**src/rtl/adc_pkg.sv**
```systemverilog
// Shared definitions for the ADC capture scheduler: FSM states, data width
// and the minimum sample period.
package adc_pkg;

   localparam int ADC_DATA_W = 8;
   localparam int MIN_PERIOD = 100;

   typedef enum logic [2:0] {
      ST_IDLE,
      ST_WAKE,
      ST_TRIG,
      ST_WAIT,
      ST_GAP
   } state_t;

endpackage

```
**src/rtl/adc_sample_fifo.sv**
```systemverilog
// Small synchronous sample FIFO with simultaneous push/pop. A push into a full
// FIFO is accepted only when a pop happens in the same cycle.
module adc_sample_fifo
   import adc_pkg::*;
#(
   parameter int DEPTH = 4,
   parameter int W     = ADC_DATA_W
) (
   input  logic                       clk_100M,
   input  logic                       reset,
   input  logic                       push,
   input  logic [W-1:0]               push_data,
   input  logic                       pop,
   output logic [W-1:0]               pop_data,
   output logic                       full,
   output logic                       empty,
   output logic [$clog2(DEPTH):0]     count
);

   localparam int AW = $clog2(DEPTH);

   logic [W-1:0]  mem_q [DEPTH];
   logic [AW-1:0] wr_ptr_q, wr_ptr_d;
   logic [AW-1:0] rd_ptr_q, rd_ptr_d;
   logic [AW:0]   count_q, count_d;
   logic          push_ok;
   logic          pop_ok;

   always_comb begin
      full     = (count_q == (AW+1)'(DEPTH));
      empty    = (count_q == '0);
      push_ok  = push & (~full | pop);
      pop_ok   = pop & ~empty;
      wr_ptr_d = wr_ptr_q + AW'(push_ok);
      rd_ptr_d = rd_ptr_q + AW'(pop_ok);
      count_d  = count_q + (AW+1)'(push_ok) - (AW+1)'(pop_ok);
      // Drive zero while empty so the stream data reads 0 out of reset.
      pop_data = empty ? '0 : mem_q[rd_ptr_q];
      count    = count_q;
   end

   always_ff @(posedge clk_100M or negedge reset) begin
      if (!reset) begin
         wr_ptr_q <= '0;
         rd_ptr_q <= '0;
         count_q  <= '0;
      end else begin
         wr_ptr_q <= wr_ptr_d;
         rd_ptr_q <= rd_ptr_d;
         count_q  <= count_d;
      end
   end

   always_ff @(posedge clk_100M) begin
      if (push_ok) begin
         mem_q[wr_ptr_q] <= push_data;
      end
   end

endmodule

```
**src/rtl/adc_capture_scheduler.sv**
```systemverilog
// Burst capture sequencer for the 8-bit parallel ADC: power-up, periodic
// conversion requests, burst counting and a buffered valid/ready output stream.
module adc_capture_scheduler
   import adc_pkg::*;
#(
   parameter int WAKE_CYCLES    = 1000,
   parameter int TIMEOUT_CYCLES = 200,
   parameter int MIN_PERIOD     = adc_pkg::MIN_PERIOD,
   parameter int FIFO_DEPTH     = 4
) (
   input  logic                  clk_100M,
   input  logic                  reset,
   input  logic                  start,
   input  logic                  stop,
   input  logic [7:0]            burst_len,
   input  logic [15:0]           period,
   input  logic                  keep_on,
   output logic                  adc_pwr_en,
   output logic                  adc_ready,
   output logic                  conv_req,
   input  logic                  conv_done,
   input  logic [ADC_DATA_W-1:0] sample_in,
   output logic [ADC_DATA_W-1:0] m_data,
   output logic                  m_valid,
   input  logic                  m_ready,
   output logic                  busy,
   output logic                  overflow,
   output logic                  timeout
);

   localparam int CNT_W = 16;
   localparam int CW    = $clog2(FIFO_DEPTH) + 1;

   state_t           state_q, state_d;
   logic [CNT_W-1:0] cnt_q, cnt_d, cnt_inc;
   logic [15:0]      period_q, period_d;
   logic [7:0]       rem_q, rem_d;
   logic             cont_q, cont_d;
   logic             stop_pend_q, stop_pend_d;
   logic             pwr_en_q, pwr_en_d;
   logic             conv_req_q, conv_req_d;
   logic             overflow_q, overflow_d;
   logic             timeout_q, timeout_d;

   logic             sample_take;
   logic             fifo_pop;
   logic             fifo_full;
   logic             fifo_empty;
   logic [CW-1:0]    fifo_count;

   assign fifo_pop   = m_ready & ~fifo_empty;
   assign m_valid    = (fifo_count != '0);
   assign busy       = (state_q != ST_IDLE);
   assign adc_ready  = (state_q == ST_TRIG) || (state_q == ST_WAIT) || (state_q == ST_GAP);
   assign adc_pwr_en = pwr_en_q;
   assign conv_req   = conv_req_q;
   assign overflow   = overflow_q;
   assign timeout    = timeout_q;

   always_comb begin
      state_d     = state_q;
      cnt_d       = cnt_q;
      period_d    = period_q;
      rem_d       = rem_q;
      cont_d      = cont_q;
      stop_pend_d = stop_pend_q;
      pwr_en_d    = pwr_en_q;
      overflow_d  = overflow_q;
      timeout_d   = timeout_q;
      conv_req_d  = 1'b0;
      sample_take = 1'b0;
      cnt_inc     = (cnt_q == '1) ? cnt_q : cnt_q + 16'd1;

      if (stop && (state_q != ST_IDLE)) begin
         stop_pend_d = 1'b1;
      end

      // One counter serves as both period and timeout timer: both restart on
      // TRIG, and it is preloaded to 1 so GAP releases exactly one period later.
      case (state_q)
         ST_IDLE: begin
            if (start) begin
               rem_d      = burst_len;
               cont_d     = (burst_len == 8'd0);
               period_d   = (period < 16'(MIN_PERIOD)) ? 16'(MIN_PERIOD) : period;
               overflow_d = 1'b0;
               timeout_d  = 1'b0;
               cnt_d      = '0;
               if (pwr_en_q) begin
                  state_d = ST_TRIG;
               end else begin
                  pwr_en_d = 1'b1;
                  state_d  = ST_WAKE;
               end
            end
         end
         ST_WAKE: begin
            if (stop) begin
               state_d = ST_IDLE;
            end else if (cnt_q == CNT_W'(WAKE_CYCLES - 1)) begin
               state_d = ST_TRIG;
            end else begin
               cnt_d = cnt_inc;
            end
         end
         ST_TRIG: begin
            conv_req_d = 1'b1;
            cnt_d      = 16'd1;
            state_d    = ST_WAIT;
         end
         ST_WAIT: begin
            cnt_d = cnt_inc;
            if (conv_done) begin
               sample_take = 1'b1;
               if (!cont_q) begin
                  rem_d = rem_q - 8'd1;
               end
               if (fifo_full && !fifo_pop) begin
                  overflow_d = 1'b1;
               end
               state_d = ST_GAP;
            end else if (cnt_q >= CNT_W'(TIMEOUT_CYCLES + 1)) begin
               timeout_d = 1'b1;
               state_d   = ST_IDLE;
            end
         end
         ST_GAP: begin
            cnt_d = cnt_inc;
            if ((!cont_q && (rem_q == 8'd0)) || stop_pend_q || stop) begin
               state_d = ST_IDLE;
            end else if (cnt_q >= (period_q - 16'd1)) begin
               state_d = ST_TRIG;
            end
         end
         default: begin
            state_d = ST_IDLE;
         end
      endcase

      // An aborted wake-up leaves the supply as it was; otherwise keep_on decides.
      if ((state_q != ST_IDLE) && (state_d == ST_IDLE)) begin
         stop_pend_d = 1'b0;
         if (state_q != ST_WAKE) begin
            pwr_en_d = keep_on;
         end
      end
   end

   always_ff @(posedge clk_100M or negedge reset) begin
      if (!reset) begin
         state_q     <= ST_IDLE;
         cnt_q       <= '0;
         cont_q      <= 1'b0;
         stop_pend_q <= 1'b0;
         pwr_en_q    <= 1'b0;
         conv_req_q  <= 1'b0;
         overflow_q  <= 1'b0;
         timeout_q   <= 1'b0;
      end else begin
         state_q     <= state_d;
         cnt_q       <= cnt_d;
         cont_q      <= cont_d;
         stop_pend_q <= stop_pend_d;
         pwr_en_q    <= pwr_en_d;
         conv_req_q  <= conv_req_d;
         overflow_q  <= overflow_d;
         timeout_q   <= timeout_d;
      end
   end

   always_ff @(posedge clk_100M) begin
      period_q <= period_d;
      rem_q    <= rem_d;
   end

   adc_sample_fifo #(
      .DEPTH (FIFO_DEPTH),
      .W     (ADC_DATA_W)
   ) u_fifo (
      .clk_100M  (clk_100M),
      .reset     (reset),
      .push      (sample_take),
      .push_data (sample_in),
      .pop       (fifo_pop),
      .pop_data  (m_data),
      .full      (fifo_full),
      .empty     (fifo_empty),
      .count     (fifo_count)
   );

endmodule

```
**config.mk**
```make
export PLATFORM = sky130hd
export DESIGN_NAME = adc_capture_scheduler
export DESIGN_NICKNAME = d
export VERILOG_FILES = /design/src/rtl/adc_pkg.sv /design/src/rtl/adc_sample_fifo.sv /design/src/rtl/adc_capture_scheduler.sv
export SDC_FILE = /design/constraint.sdc
export NUM_CORES = 1
export LEC_CHECK = 0
export ABC_AREA = 1
export CAP_MARGIN = 10
export CORE_ASPECT_RATIO = 0.75
export CORE_UTILIZATION = 40
export DETAILED_ROUTE_END_ITERATION = 12
export SLEW_MARGIN = 20
export SYNTH_ARGS = -nofsm -noshare
export SYNTH_HDL_FRONTEND = slang
export SYNTH_SLANG_ARGS = --single-unit
```
**constraint.sdc**
```tcl
create_clock -name clk_100M -period 5.7 [get_ports clk_100M]
set_clock_uncertainty 0.15 [all_clocks]
set_input_delay 1.14 -clock clk_100M [delete_from_list [all_inputs] [get_ports clk_100M]]
set_output_delay 1.14 -clock clk_100M [all_outputs]
set_load 0.01 [all_outputs]
```
==> metrics.log, run 1 <==
INFO  metric fmax = 270 MHz
INFO  metric cts-resized-gates = 0
INFO  metric outcome = completed
INFO  metric maxCapViolCount = 0
INFO  metric grt_max_degree = 33
INFO  metric setup_viol = 0
INFO  metric power.total = ~2.5 mW
INFO  metric clkTransAtPathRegs = 0.07 ns
INFO  metric maxSlewViolCount = 0
INFO  metric gr-usage-all-layers = 0.184
INFO  metric initial_core_util = 0.411
INFO  metric finalCriticalPeriod = between 3 and 4 ns
INFO  metric yosysSeqAreaShare = 0.493
INFO  metric antenna_violations_before_repair = 0
INFO  metric grt.overflow.total = 0
INFO  metric drtIter0Drc = 174
INFO  metric max_slew_margin = 0.289
INFO  metric cp_data_required_time = about 4.4 ns
INFO  metric start_kind = register
INFO  metric route.vias.total = just under 4,000
INFO  metric cts_hold_buf = 0
INFO  metric reg2reg_depth = 18
INFO  metric die-area = ~13,000 µm²
INFO  metric critical_path_arrival = 2.42 ns
INFO  metric reg2reg_to = adc_pwr_en
INFO  metric cts_tree = yes
INFO  metric grt_pass1_vias = roughly 3,900
INFO  metric hold_violations = 0
INFO  metric drt_first_pass_iters = 4
INFO  metric crit_path_end_kind = output pin
INFO  metric io_buffer_count = 53
INFO  metric crit_type = register to output pin
INFO  metric synth_top_flop_cell = sky130_fd_sc_hd__edfxtp_1
INFO  metric clk-insertion-delay-late = 0.34 ns
INFO  metric nets = between 600 and 700
INFO  metric avgRoutedWirePerCell = around 14 µm
INFO  metric synth_nets = 643
INFO  metric cts_setup_buffers = 0
INFO  metric drt-total-wl = approximately 11,000 µm
INFO  metric area_growth = 19.5%
INFO  metric tightest_slew = 1.06 ns
INFO  metric post_synth_arst_share = 0.364
INFO  metric cts.htree.levels = 3
INFO  metric p_comb_frac = 0.375
INFO  metric synth_cell_types = 41
INFO  metric synth_warnings = 0
INFO  metric die_x = 132 µm
INFO  metric yosys_register_bits = 88
INFO  metric synth_enable_flop_cells = 56
INFO  metric die_h = slightly below 100 µm
INFO  metric routabilityCongestion = about 0.85
INFO  metric switching_share = 0.377
INFO  metric ctsLongestPathBuffers = 2
INFO  metric leakagePower = between 2 and 3 nW
INFO  metric design.core.area = 12,300 µm²
INFO  metric average_vias_per_placed_instance = between 4 and 5
INFO  metric layout.core_utilization = 0.491
INFO  metric fp_rows = 35
INFO  metric grt_setup_unrepaired = false
INFO  metric drc = 0
INFO  metric irDropWorstVdd = 0.185 mV
INFO  metric finalHoldWorstSlack = ~0.36 ns
INFO  metric hold_crit_path_type = register to register
INFO  metric io-pin-count = 54
INFO  metric place.detailed.hpwl = 8410 µm
INFO  metric clock-sinks = 88
INFO  metric post_synth_inst_count = approximately 580
INFO  metric holdPathEnd = overflow
INFO  metric worst_min_path_start = overflow
INFO  metric power_density = approximately 410 nW/µm²
INFO  metric clock_root_buffer = sky130_fd_sc_hd__clkbuf_16
INFO  metric rr_startpoint = period_q[0]
INFO  metric worstPathMaxFanout = 18
INFO  metric ff2ff_setup_slack = between 2 and 2.5 ns
INFO  metric cellInternalPower = approximately 1.5 mW
INFO  metric power.switching = about 930 µW
INFO  metric fraction_of_final_layout_cells_with_drive_strength_greater_than_1 = 0.0715
INFO  metric antenna_left = 0
INFO  metric numCtsBuffers = 9
INFO  metric timing.final.crit_share = 0.651
INFO  metric p_seq_frac = 0.385
INFO  metric timing.hold.worst_path_depth = 1
INFO  metric setup-tns-final = 0 ns
INFO  metric synth.cell_area = 5040 µm²
INFO  metric clock_power_share = 0.241
INFO  metric syn_avg_cell_area = about 8.7 µm²
INFO  metric grt_pass1_wl = 18,700 µm
## state kept, by name, summed over array words and instances (netlist names)
name             cells
conv_req             1
u_fifo.mem_q        32
period_q            16
u_fifo.wr_ptr_q      2
state_q              3
overflow             1
timeout              1
rem_q                8
adc_pwr_en           1
u_fifo.rd_ptr_q      2
cont_q               1
cnt_q               16
stop_pend_q          1
u_fifo.count         3
## cell usage in the layout (no fill, tap or decap), types with 2 or more instances in the layout
| cell | netlist | final |
|---|---|---|
| sky130_fd_sc_hd__inv_6 | 0 | 3 |
| sky130_fd_sc_hd__nor2_4 | 1 | 2 |
| sky130_fd_sc_hd__clkbuf_16 | 0 | 9 |
| sky130_fd_sc_hd__ha_1 | 25 | 25 |
| sky130_fd_sc_hd__xnor2_1 | 10 | 10 |
| sky130_fd_sc_hd__nor3_2 | 2 | 4 |
| sky130_fd_sc_hd__a21oi_1 | 21 | 21 |
| sky130_fd_sc_hd__o21ai_2 | 6 | 6 |
| sky130_fd_sc_hd__o21ai_0 | 27 | 27 |
| sky130_fd_sc_hd__o21ai_1 | 3 | 3 |
| sky130_fd_sc_hd__or2_2 | 2 | 2 |
| sky130_fd_sc_hd__edfxtp_1 | 56 | 56 |
| sky130_fd_sc_hd__nand3_1 | 23 | 23 |
| sky130_fd_sc_hd__inv_2 | 3 | 3 |
| sky130_fd_sc_hd__inv_1 | 74 | 74 |
| sky130_fd_sc_hd__clkdlybuf4s50_1 | 0 | 53 |
| sky130_fd_sc_hd__nor3_1 | 15 | 13 |
| sky130_fd_sc_hd__nor4_1 | 7 | 7 |
| sky130_fd_sc_hd__nand2_2 | 3 | 3 |
| sky130_fd_sc_hd__xor2_1 | 23 | 23 |
| sky130_fd_sc_hd__o21a_1 | 2 | 2 |
| sky130_fd_sc_hd__clkinv_2 | 0 | 2 |
| sky130_fd_sc_hd__dfrtp_1 | 32 | 32 |
| sky130_fd_sc_hd__nor2_1 | 92 | 91 |
| sky130_fd_sc_hd__nand2_1 | 105 | 105 |
| sky130_fd_sc_hd__nand4_1 | 11 | 11 |
| sky130_fd_sc_hd__nand3_2 | 3 | 3 |
## power groups by stage
stage	Clock (mW)	Combinational [mW]	Sequential [mW]
3_3_place_gp	0	0.910	0.965
4_1_cts	0.612	0.934	0.955
6_report	0.597	0.929	0.954
5_1_grt	0.639	1.05	0.976
2_1_floorplan	0	0.642	0.921
3_5_place_dp	0	0.930	0.968
## Yosys cell counts, drive strengths merged, types with 2 or more instances
cell | number | area share
xor2 | 23 | 0.040
a21oi | 22 | 0.023
o21a | 2 | 0.0030
nand2 | 108 | 0.082
inv | 78 | 0.059
nand3 | 27 | 0.032
ha | 25 | 0.062
o21ai | 36 | 0.040
or2 | 2 | 0.0025
clkbuf | 16 | 0.012
nor3 | 17 | 0.019
nand4 | 11 | 0.014
buf | 3 | 0.0055
nor4 | 8 | 0.011
edfxtp | 56 | 0.33
nor2 | 93 | 0.071
dfrtp | 32 | 0.16
xnor2 | 10 | 0.017
## through the flow
step,area [µm²],std cells,setup WS (ns)
5_1_grt,6020,795,1.76
3_3_place_gp,5700,779,2.08
3_5_place_dp,5700,779,1.95
4_1_cts,6000,795,2.00
6_report,6020,796,1.99
2_1_floorplan,5040,578,2.87
## layout make-up
cell class                      count  area (µm²)
Fill cell                        1170        6240
Sequential cell                    88        2480
Multi-Input combinational cell    392        2190
Timing Repair Buffer               54         538
Inverter                           79         299
Clock buffer                        9         225
Tap cell                          166         208
Clock inverter                      7        75.1
Antenna cell                        1        2.50
## worst max-delay path by stage
stage	start	to	slack [ns]	cells after the start
global placement	conv_done	u_fifo.mem_q[1][3]	2.08	7
detailed placement	conv_done	u_fifo.mem_q[3][2]	1.95	7
CTS	u_fifo.rd_ptr_q[0]	m_data[3]	2.00	4
global route	u_fifo.rd_ptr_q[0]	m_data[3]	1.76	4
finish	u_fifo.rd_ptr_q[0]	m_data[3]	1.99	4
floorplan	start	adc_pwr_en	2.87	9
## per-layer routing
layer / vias up / global-route usage / part of all wire
met5: - / 0 / 0
li1: 1985 / - / -
met3: 11 / 0.0464 / 0.053
met2: 79 / 0.284 / 0.44
met1: 1790 / 0.254 / 0.50
met4: 0 / 0.0546 / 0.011
## logic make-up after synthesis
group | after synthesis | share of synthesized area
AND/OR/NAND/NOR | 269 | 0.235
buffers and inverters | 98 | 0.0770
flip-flops | 88 | 0.493
AO/OA/AOI/OAI | 64 | 0.0715
XOR/XNOR | 33 | 0.0574
adder cells (fa/ha/maj) | 26 | 0.0661
## worst max-delay path, stage by stage (launching register included)
cell and delay (ns):
sky130_fd_sc_hd__dfrtp_1 0.69, sky130_fd_sc_hd__inv_1 0.35, sky130_fd_sc_hd__o21ai_0 0.41, sky130_fd_sc_hd__a21oi_1 0.13, sky130_fd_sc_hd__clkdlybuf4s50_1 0.49
Power figures use the tool's default switching activity.
==> run 2, diff against run 1 <==
==> constraint.sdc (replaced) <==
create_clock -name clk_100M -period 2.98 [get_ports clk_100M]
set_clock_uncertainty 0.15 [all_clocks]
set_input_delay 0.596 -clock clk_100M [delete_from_list [all_inputs] [get_ports clk_100M]]
set_output_delay 0.596 -clock clk_100M [all_outputs]
set_load 0.01 [all_outputs]
==> metrics.log, run 2 (synthesis gave the netlist of run 1 again) <==
INFO  metric antenna_left = 0 (unchanged)
INFO  metric io-pin-count = 54 (unchanged)
INFO  metric crit_path_end_kind = register
INFO  metric die_x = 132 µm (unchanged)
INFO  metric drt-total-wl = 10,900 µm (-0.47%)
INFO  metric io_buffer_count = 53 (unchanged)
INFO  metric drt_first_pass_iters = 5 (+1)
INFO  metric critical_path.max_stage_delay = 0.40 ns (-0.29 ns)
INFO  metric worstPathMaxFanout = 2 (-16)
INFO  metric grt.overflow.total = 0 (unchanged)
INFO  metric top_library_cells_by_usage_in_the_layout_fill_and_taps_aside = sky130_fd_sc_hd__nand2_1 (100), sky130_fd_sc_hd__nor2_1 (84), sky130_fd_sc_hd__inv_1 (72), sky130_fd_sc_hd__edfxtp_1 (56), sky130_fd_sc_hd__clkdlybuf4s50_1 (53)
INFO  metric globalRoute.busiestLayer = met2
INFO  metric numCtsBuffers = 9 (unchanged)
INFO  metric nets = 710 (+3.0%)
INFO  metric start_kind = register
INFO  metric final_cell_count_no_fill = 816 (+2.5%)
INFO  metric dpl_cell_area = 5830 µm² (+2.2%)
INFO  metric fp_rows = 35 (unchanged)
INFO  metric antenna_cells = 0 (-1)
INFO  metric design.core.area = 12,300 µm² (unchanged)
INFO  metric leakagePower = 2.69 nW (+4.8%)
INFO  metric worst_path_dominant_cell_family = simple AND/OR/NAND/NOR gates
INFO  metric drtIter0Drc = 221 (+27%)
INFO  metric avgRoutedWirePerCell = 13.3 µm (-2.9%)
INFO  metric power.total = 5.00 mW (+100%)
INFO  metric final.fill_count = 1,118 (-4.4%)
INFO  metric clock-sinks = 88 (unchanged)
INFO  metric gr-usage-all-layers = 0.178 (-0.00534)
INFO  metric antenna_violations_before_repair = 0 (unchanged)
INFO  metric worst_path_most_repeated_cell = sky130_fd_sc_hd__nand2_1
INFO  metric most_common_library_cell_in_the_layout_ignoring_fill_and_taps = sky130_fd_sc_hd__nand2_1
INFO  metric fraction_of_final_layout_cells_with_drive_strength_greater_than_1 = 0.132 (+0.0608)
INFO  metric crit_type = register to register
INFO  metric tightest_slew = 0.471 ns (-0.588 ns)
INFO  metric post-place-ws = -0.0481 ns (-2.00 ns)
INFO  metric critPathSlowestCell = sky130_fd_sc_hd__edfxtp_1
INFO  metric placedCellCount = 796 (+2.2%)
INFO  metric grt_setup_unrepaired = true
INFO  metric hold_crit_path_type = register to register
INFO  metric timing.hold.worst_path_depth = 2 (+1)
INFO  metric layout.core_utilization = 0.515 (+0.0244)
INFO  metric finalInstanceArea = 6320 µm² (+5.0%)
INFO  metric maxCapViolCount = 0 (unchanged)
INFO  metric critical_path.cell_chain = nor2_2 -> buf_4 -> nand3_4 -> nor4_4 -> nand4_1 -> nor2_1 -> xor2_1 -> inv_1 -> ha_4 -> nand4_1 -> nor2_1 -> nand2_1 -> nand3_2 -> nand2_2 -> nor2_2 -> nand3_1 -> nand2_1 -> nand2_1
INFO  metric hold_violations = 0 (unchanged)
INFO  metric outcome = completed
INFO  metric clk-insertion-delay-late = 0.34 ns (about the same)
INFO  metric power_density = 792 nW/µm² (+92%)
INFO  metric die-area = 13,100 µm² (unchanged)
INFO  metric top_regs = u_fifo.mem_q (32), cnt_q (16), period_q (16)
INFO  metric path_buf_inv = 2 (unchanged)
INFO  metric maxSlewViolCount = 0 (unchanged)
INFO  metric average_vias_per_placed_instance = 4.89 (+0.70%)
INFO  metric routabilityCongestion = 0.845 (-0.33%)
INFO  metric ctsLongestPathBuffers = 2 (unchanged)
INFO  metric largest_register_ffs = 32 (unchanged)
INFO  metric die_h = 99.2 µm (unchanged)
INFO  metric worstSetupPathDepth = 18 (+14)
INFO  metric area_growth = 25.4%
INFO  metric grt_max_degree = 33 (unchanged)
INFO  metric grt_pass1_vias = 3,816 (-2.7%)
INFO  metric grt_pass1_wl = 18,300 µm (-2.5%)
INFO  metric grtUsageMet2 = 0.270 (-0.0142)
INFO  metric postLayoutSetupSlackWorst = 0.0552 ns (-1.94 ns)
INFO  metric cts_tree = yes
INFO  metric initial_core_util = 0.411 (unchanged)
INFO  metric route.vias.total = 3,990 (+3.2%)
INFO  metric irDropWorstVdd = 0.398 mV (+120%)
INFO  metric gr-usage-met3 = 0.0418 (-0.00459)
INFO  metric cp_data_required_time = 3.05 ns (-1.36 ns)
INFO  metric place.detailed.hpwl = 8230 µm (-2.1%)
INFO  metric drc = 0 (unchanged)
INFO  metric clkTransAtPathRegs = 0.06 ns (about the same)
INFO  metric fmax = ~340 MHz
INFO  metric cts.htree.levels = 3 (unchanged)
INFO  metric timing.final.crit_share = 0.981
INFO  metric critical_path_arrival = 3.00 ns (+0.58 ns)
INFO  metric global_route.usage.met1 = 0.248 (-0.00572)
INFO  metric reg2reg_depth = 18 (unchanged)
INFO  metric max_slew_margin = 0.685 (+0.396)
INFO  metric clock_root_buffer = sky130_fd_sc_hd__clkbuf_16
INFO  metric largest-register = u_fifo.mem_q
INFO  metric setup_viol = 0 (unchanged)
INFO  metric finalCriticalPeriod = just under 3 ns
## run 2: cell count changes in the layout (fill, tap and decap cells not counted), sizes merged
| cell | previous run | this run |
|---|---|---|
| inv | 81 | 77 |
| buf | 1 | 22 |
| clkinvlp | 0 | 2 |
| diode | 1 | 0 |
| bufinv | 1 | 3 |
| clkbuf | 9 | 11 |
| clkinv | 4 | 2 |
## run 2: power by group
| group | internal [mW] | switching [mW] |
|---|---|---|
| Clock | 0.821 | 0.456 |
| Sequential | 1.59 | 0.207 |
| Combinational | 0.794 | 1.14 |
## run 2: area by class of cell
cell class	count	area [µm²]	share of cell area
sequential	88	2480	0.393
multi-input combinational	392	2290	0.363
timing repair buffer	75	696	0.110
inverter	79	303	0.0479
clock buffer	11	233	0.0368
tap	166	208	0.0329
clock inverter	5	106	0.0168
## run 2: timing repair
item | 4_1_cts | 5_1_grt
endpoints found under the setup margin | 2 | 11
gates cloned | 0 | 0
gates resized for setup | 4 | 26
hold buffers | 0 | 0
pin swaps | 1 | 17
setup buffers | 0 | 4
## run 2: worst paths after layout
| path | startpoint | endpoint | slack (ns) |
|---|---|---|---|
| worst max-delay path | period_q[6] | adc_pwr_en | 0.06 |
| max in group asynchronous | reset | u_fifo.rd_ptr_q[0] | 1.83 |
| worst min register to register | timeout | timeout | 0.35 |
| worst max register to register | period_q[6] | adc_pwr_en | 0.06 |
| min in group asynchronous | reset | conv_req | 0.52 |
| worst min-delay path | timeout | timeout | 0.35 |
## run 2: worst register-to-register path, stage by stage, from the launching register on
cell and delay, ns:
sky130_fd_sc_hd__edfxtp_1 0.40, sky130_fd_sc_hd__nor2_2 0.17, sky130_fd_sc_hd__buf_4 0.14, sky130_fd_sc_hd__nand3_4 0.07, sky130_fd_sc_hd__nor4_4 0.24, sky130_fd_sc_hd__nand4_1 0.15
sky130_fd_sc_hd__nor2_1 0.15, sky130_fd_sc_hd__xor2_1 0.14, sky130_fd_sc_hd__inv_1 0.08, sky130_fd_sc_hd__ha_4 0.27, sky130_fd_sc_hd__nand4_1 0.12, sky130_fd_sc_hd__nor2_1 0.11
sky130_fd_sc_hd__nand2_1 0.11, sky130_fd_sc_hd__nand3_2 0.10, sky130_fd_sc_hd__nand2_2 0.06, sky130_fd_sc_hd__nor2_2 0.12, sky130_fd_sc_hd__nand3_1 0.09, sky130_fd_sc_hd__nand2_1 0.07
sky130_fd_sc_hd__nand2_1 0.05
## run 2: through the flow
step,hold WS [ns],TNS [ns]
final,0.346,0
after global routing,0.377,-0.303
after CTS,0.349,0
after detailed placement,0.335,-0.0734
after global placement,0.329,0
after floorplan,0.150,0
## run 2: metal layers
metal  wire (µm)  share of wire
met1        5390           0.50
met2        4720           0.43
met3         567          0.052
met4         182          0.017
met5           0              0
